--- src/rtl/mux_stage_pkg.sv ---
// -----------------------------------------------------------------------------
// mux_stage_pkg
// Shared types and helpers for the mux_stage selector/skid-buffer slice.
//   state_t      : occupancy state of the two-entry skid stage
//   sel_width()  : select width for a given source count
//   entry_width(): packed width of one stored entry (data + sel + bad_sel)
// -----------------------------------------------------------------------------
package mux_stage_pkg;

   typedef enum logic [1:0] {
      ST_EMPTY = 2'd0,   // no entries held
      ST_FULL  = 2'd1,   // main register holds the head entry
      ST_SKID  = 2'd2    // main + skid both hold entries
   } state_t;

   // Width of a select index for num_src sources.
   function automatic int sel_width(input int num_src);
      return (num_src < 2) ? 1 : $clog2(num_src);
   endfunction

   // One stored entry: selected data, captured sel, bad_sel flag.
   function automatic int entry_width(input int width, input int sel_w);
      return width + sel_w + 1;
   endfunction

endpackage

--- src/rtl/mux_stage_mux_n.sv ---
// -----------------------------------------------------------------------------
// mux_n
// Purely combinational NUM_SRC-way selector. An out-of-range select yields
// all-zero data and raises bad_sel.
//   src_flat : NUM_SRC sources, source k at [k*WIDTH +: WIDTH]
//   sel      : source index
//   data     : selected source (zero when sel >= NUM_SRC)
//   bad_sel  : 1 when sel >= NUM_SRC
// -----------------------------------------------------------------------------
module mux_n
   import mux_stage_pkg::*;
#(
   parameter int WIDTH   = 32,
   parameter int NUM_SRC = 4,
   parameter int SEL_W   = sel_width(NUM_SRC)
) (
   input  logic [NUM_SRC*WIDTH-1:0] src_flat,
   input  logic [SEL_W-1:0]         sel,
   output logic [WIDTH-1:0]         data,
   output logic                     bad_sel
);

   always_comb begin
      // NOTE: defaults first so every path assigns both outputs (no latch);
      // they are also the out-of-range result.
      data    = '0;
      bad_sel = 1'b1;
      for (int k = 0; k < NUM_SRC; k++) begin
         if (sel == SEL_W'(k)) begin
            data    = src_flat[k*WIDTH +: WIDTH];
            bad_sel = 1'b0;
         end
      end
   end

endmodule

--- src/rtl/mux_stage.sv ---
// -----------------------------------------------------------------------------
// mux_stage
// N-way selector feeding a two-entry valid/ready skid-buffered register stage.
// in_ready and out_valid are decoded from the registered state only, so there
// is no combinational path from out_ready to in_ready or from in_* to out_*.
//   clk, reset              : rising-edge clock, async active-high reset
//   src_flat, sel, in_valid : upstream sources, select and valid
//   in_ready                : stage can accept this cycle
//   flush                   : synchronous discard of all held entries
//   out_valid, out_data,
//   out_sel, out_bad_sel    : head entry
//   out_ready               : downstream consumes head entry
// -----------------------------------------------------------------------------
module mux_stage
   import mux_stage_pkg::*;
#(
   parameter int WIDTH   = 32,
   parameter int NUM_SRC = 4,
   parameter int SEL_W   = sel_width(NUM_SRC)
) (
   input  logic                     clk,
   input  logic                     reset,
   input  logic [NUM_SRC*WIDTH-1:0] src_flat,
   input  logic [SEL_W-1:0]         sel,
   input  logic                     in_valid,
   output logic                     in_ready,
   input  logic                     flush,
   output logic                     out_valid,
   output logic [WIDTH-1:0]         out_data,
   output logic [SEL_W-1:0]         out_sel,
   output logic                     out_bad_sel,
   input  logic                     out_ready
);

   typedef struct packed {
      logic [WIDTH-1:0] data;
      logic [SEL_W-1:0] sel;
      logic             bad;
   } entry_t;

   state_t state;
   entry_t main_q;
   entry_t skid_q;
   entry_t new_entry;
   logic   accept;
   logic   consume;

   mux_n #(
      .WIDTH   (WIDTH),
      .NUM_SRC (NUM_SRC),
      .SEL_W   (SEL_W)
   ) u_mux (
      .src_flat (src_flat),
      .sel      (sel),
      .data     (new_entry.data),
      .bad_sel  (new_entry.bad)
   );

   assign new_entry.sel = sel;

   assign in_ready  = (state != ST_SKID);
   assign out_valid = (state != ST_EMPTY);
   assign accept    = in_valid & in_ready;
   assign consume   = out_valid & out_ready;

   assign out_data    = main_q.data;
   assign out_sel     = main_q.sel;
   assign out_bad_sel = main_q.bad;

   // NOTE: state and data registers use non-blocking assignments so every
   // register samples pre-edge values.
   always_ff @(posedge clk or posedge reset) begin
      if (reset) begin
         state  <= ST_EMPTY;
         // NOTE: the data registers are reset too: out_data must read zero
         // immediately on reset, not merely be marked invalid.
         main_q <= '0;
         skid_q <= '0;
      end else if (flush) begin
         // Drop everything; data registers keep stale contents, now invalid.
         state <= ST_EMPTY;
      end else begin
         case (state)
            ST_EMPTY: begin
               if (accept) begin
                  main_q <= new_entry;
                  state  <= ST_FULL;
               end
            end
            ST_FULL: begin
               if (accept && consume) begin
                  main_q <= new_entry;
               end else if (accept) begin
                  skid_q <= new_entry;
                  state  <= ST_SKID;
               end else if (consume) begin
                  state <= ST_EMPTY;
               end
            end
            ST_SKID: begin
               // in_ready is low here, so only the consume side can move.
               if (consume) begin
                  main_q <= skid_q;
                  state  <= ST_FULL;
               end
            end
            default: state <= ST_EMPTY;
         endcase
      end
   end

endmodule

--- config.mk ---
export PLATFORM = sky130hd
export DESIGN_NAME = mux_stage
export DESIGN_NICKNAME = d
export VERILOG_FILES = /design/src/rtl/mux_stage_pkg.sv /design/src/rtl/mux_stage_mux_n.sv /design/src/rtl/mux_stage.sv
export SDC_FILE = /design/constraint.sdc
export NUM_CORES = 1
export LEC_CHECK = 0
export CAP_MARGIN = 20
export CORE_MARGIN = 3
export CORE_UTILIZATION = 34
export DETAILED_ROUTE_END_ITERATION = 7
export DONT_BUFFER_PORTS = 1
export GPL_ROUTABILITY_DRIVEN = 0
export PLACE_DENSITY = 0.61
export SYNTH_ARGS = -nofsm -noshare
export SYNTH_HDL_FRONTEND = slang
export SYNTH_HIERARCHICAL = 1
export SYNTH_SLANG_ARGS = --single-unit
--- constraint.sdc ---
create_clock -name clk -period 2.5 [get_ports clk]
set_clock_uncertainty 0.1 [all_clocks]
set_input_delay 0.5 -clock clk [delete_from_list [all_inputs] [get_ports clk]]
set_output_delay 0.5 -clock clk [all_outputs]
set_load 0.01 [all_outputs]
==> impl_summary.log <==
[metrics] result of the run: finished, final reports clean
[metrics] synth cell count leaders: sky130_fd_sc_hd__mux2_2 (92), sky130_fd_sc_hd__dfrtp_1 (72), sky130_fd_sc_hd__mux4_2 (30), sky130_fd_sc_hd__mux2_1 (13), sky130_fd_sc_hd__buf_6 (11)
[metrics] required time reported for the critical path endpoint: 2620 ps
[metrics] cell area after synthesis: 0.00404 mm2
[metrics] H-tree levels: 3
[metrics] TritonCTS clock tree: built
[metrics] number of instances in the synthesized netlist: 244
[metrics] Compound-Gate Fraction of Synth Area: 1.11%
[metrics] initial antenna violation count: 1
[metrics] synthesized flop and latch total: 72
[metrics] Avg Cell Area, Syn: 16.6 um2
[metrics] post-CTS setup repair buffer count: 0
[metrics] Buffers on Ports: 0
[metrics] hold buffers post-CTS: 0
[metrics] Avg WL per Cell: 22.3 um
[metrics] internal power of the cells: 2.64 mW
[metrics] GRT overflow: 0
[metrics] share of power burned in the clock network: 34.5%
[metrics] worst-path cell with the longest stage delay: sky130_fd_sc_hd__nand2b_2
[metrics] net load switching power: 0.897 mW
[metrics] Final setup violation count: 0
[metrics] basic-gate share of the synthesized area counting and, or, nand and nor cells: 1.76%
[metrics] cell type group with the largest total delay on the critical path: multiplexers
[metrics] area fraction of the dominant cell type after synthesis: 44.6%
[metrics] pin slew with the least headroom to its limit: 699 ps
[metrics] cell leakage power: 1.74 nW
[metrics] Std-Cell Rows: 39
[metrics] normalized max-slew margin: 53.4%
[metrics] via count of the first global-routing pass: 2,376
[metrics] number of vias per cell after detailed routing: 5.55
[metrics] final hold violations: 0
[metrics] arrival time at the worst endpoint: 2050 ps
[metrics] count of nets after finishing: 377
[metrics] cell types with the largest area share after synthesis: sky130_fd_sc_hd__dfrtp_1 (45%), sky130_fd_sc_hd__mux2_2 (26%), sky130_fd_sc_hd__mux4_2 (17%)
[metrics] root buffer cell: sky130_fd_sc_hd__clkbuf_16
[metrics] initial cell density of the core: 35.1%
[metrics] final total negative setup slack: 0 ps
[metrics] main combinational cell family by area after synthesis: multiplexers
[metrics] largest net degree at the start of global routing: 38
[metrics] max-slew violation count: 0
[metrics] total global routing track utilization: 13.3%
[metrics] crit path capture type: flop
[metrics] achievable clock frequency: 516 MHz
[metrics] post-route clock period utilization: 77.5%
[metrics] final antenna-violating net count: 0
[metrics] worst voltage drop across the vdd grid: 0.000349 V
[metrics] post-synthesis xor/xnor area fraction: 0%
[metrics] area of the die: 0.0132 mm2
[metrics] worst path buffer plus inverter count: 1
[metrics] number of buffers on the longest clock path: 2
[metrics] RSZ-0062 raised after global routing: false
[metrics] adder-cell share of the synthesized area: 0%
[metrics] fraction of power spent switching nets: 25.4%
[metrics] cell breakdown of the critical path: nand2b_2 > buf_12 > mux2_2 > mux2_2
[metrics] power density relative to cell area: 804 mW/mm2
[metrics] HPWL after detailed placement: 6.00 mm
[metrics] die height: 115 um
[metrics] total via count in the routed design: 2,164
[metrics] count of yosys warnings during synthesis: 6
[metrics] most numerous cell in the Yosys netlist: sky130_fd_sc_hd__mux2_2
[metrics] total placed instance area: 0.00411 mm2
[metrics] share of synthesized flip-flops with an asynchronous set or reset: 100%
[metrics] wire length of the first global-routing pass: 13.1 mm
[metrics] critical-path maximum fanout: 19
[metrics] Remaining DRCs: 0
[metrics] top_reg_cell synth: sky130_fd_sc_hd__dfrtp_1
[metrics] TritonCTS buffer count: 9
[metrics] number of nets in the synthesized netlist: 379
[metrics] share of synthesized area occupied by flip-flops and latches: 44.6%
[metrics] Combinational Power Share: 15.9%
[metrics] Reg clk slew, reported paths: 50 ps
[metrics] largest incremental delay on the critical path: 450 ps
[metrics] CP Class: reg2reg
[metrics] count of instances resized after the clock tree is built: 0
[metrics] most used cell along the critical path: sky130_fd_sc_hd__mux2_2
[metrics] post-synthesis mux area share: 47.3%
[metrics] area added between synthesis and finish: 8.67%
[metrics] 1st-iter DRT viols: 61
[metrics] count of unique library cells instantiated by Yosys: 24
[metrics] post-route minimum period: 1940 ps
[metrics] Core Region: 0.0115 mm2
[metrics] Boundary Pins: 172
[metrics] EDFF count, synth: 0
[metrics] share of final-layout standard cells stronger than drive strength 1: 59.9%
[metrics] total inserted antenna cells: 0
[metrics] area leader, netlist: sky130_fd_sc_hd__dfrtp_1
[metrics] sequential power share: 49.7%
[metrics] type of the worst min-delay path: in2async
[metrics] total wire length after detailed routing: 8.71 mm
[metrics] TritonRoute pass-1 iters: 4
[metrics] total clock sinks: 72
[metrics] Setup crit start kind: flop
[metrics] max_cap viols: 0
[metrics] clk_lat worst skew: 330 ps
[metrics] final standard cell area without fillers: 0.00439 mm2
[metrics] die width: 115 um
-- cells by family (layout without fill, tap and decap cells) --
kind of cell    count (synthesis)  count (layout)
flops                          72              72
compound gates                  5               5
simple gates                   10              10
buf+inv                        19              22
mux                           137             137
other cells                     1               1
-- sequential cells by signal, indices dropped and copies added (netlist names) --
signal       cells
out_bad_sel      1
out_sel          2
out_data        32
state            2
skid_q          35
-- per-layer routing --
layer / GRT usage, % / vias to the layer above / part of all wire, %
li1: - / 937 / -
met4: 5.16 / 2 / 1.6
met3: 6.16 / 11 / 10
met1: 15.9 / 1101 / 40
met5: 0 / - / 0.23
met2: 21.1 / 113 / 48
-- metrics by stage --
step           setup slack, ps  std cells  util (%)  hold slack (ps)  power, mW
5_1_grt                    453        390      38.1             68.7       3.73
2_1_floorplan             75.1        244         -              354       2.24
3_5_place_dp               533        374      35.7              375       2.35
3_3_place_gp               586        374      35.7              363       2.32
6_report                   563        390      38.1             29.6       3.53
4_1_cts                    532        390      38.1             58.9       3.60
-- worst paths after layout --
check,start,end,slack (ps),depth (start not counted)
worst max-delay path,state[0],out_data[28],560,4
worst min-delay path,reset,out_data[17],30,1
worst max register to register,state[0],out_data[28],560,4
worst min register to register,skid_q[26],skid_q[26],380,1
max in group asynchronous,reset,out_bad_sel,1640,2
min in group clk,flush,state[0],130,1
-- area by class of cell --
| type | count | area [um2] |
|---|---|---|
| multi-input cells | 153 | 2030 |
| clock buffers | 14 | 274 |
| inverters | 1 | 5.00 |
| fillers | 1083 | 7120 |
| repair buffers | 5 | 87.6 |
| well taps | 143 | 179 |
| clock inverters | 2 | 12.5 |
| flip-flops and latches | 72 | 1800 |
-- cell usage in the layout, fill, tap and decap left out --
cell / count
sky130_fd_sc_hd__buf_4: 1
sky130_fd_sc_hd__nor2b_2: 1
sky130_fd_sc_hd__mux4_1: 2
sky130_fd_sc_hd__clkbuf_16: 9
sky130_fd_sc_hd__mux2_1: 13
sky130_fd_sc_hd__a21oi_4: 1
sky130_fd_sc_hd__nand2_1: 3
sky130_fd_sc_hd__clkinv_2: 2
sky130_fd_sc_hd__buf_12: 4
sky130_fd_sc_hd__o22a_1: 1
sky130_fd_sc_hd__clkbuf_1: 2
sky130_fd_sc_hd__nand2b_2: 2
sky130_fd_sc_hd__o21a_1: 1
sky130_fd_sc_hd__clkbuf_8: 3
sky130_fd_sc_hd__a211oi_1: 1
sky130_fd_sc_hd__clkinvlp_4: 1
sky130_fd_sc_hd__nor2_1: 1
sky130_fd_sc_hd__a21oi_1: 1
sky130_fd_sc_hd__or2_2: 1
sky130_fd_sc_hd__dfrtp_1: 72
sky130_fd_sc_hd__nand3b_1: 1
sky130_fd_sc_hd__conb_1: 1
sky130_fd_sc_hd__mux4_2: 30
sky130_fd_sc_hd__nor3b_4: 1
sky130_fd_sc_hd__mux2_2: 92
-- worst reg2reg max path, delay by kind of cell, from the launching register on --
family | cells | cell delay [ps]
buffers and inverters | 1 | 240
DFF | 1 | 410
muxes | 2 | 610
and+or+nand+nor | 1 | 450
-- power groups by stage --
stage	Clock, mW	Sequential [mW]	Combinational [mW]
3_5_place_dp	0	1.78	0.572
2_1_floorplan	0	1.71	0.535
5_1_grt	1.31	1.80	0.627
3_3_place_gp	0	1.77	0.551
6_report	1.22	1.75	0.561
4_1_cts	1.26	1.76	0.574
Power figures use the tool's default switching activity.
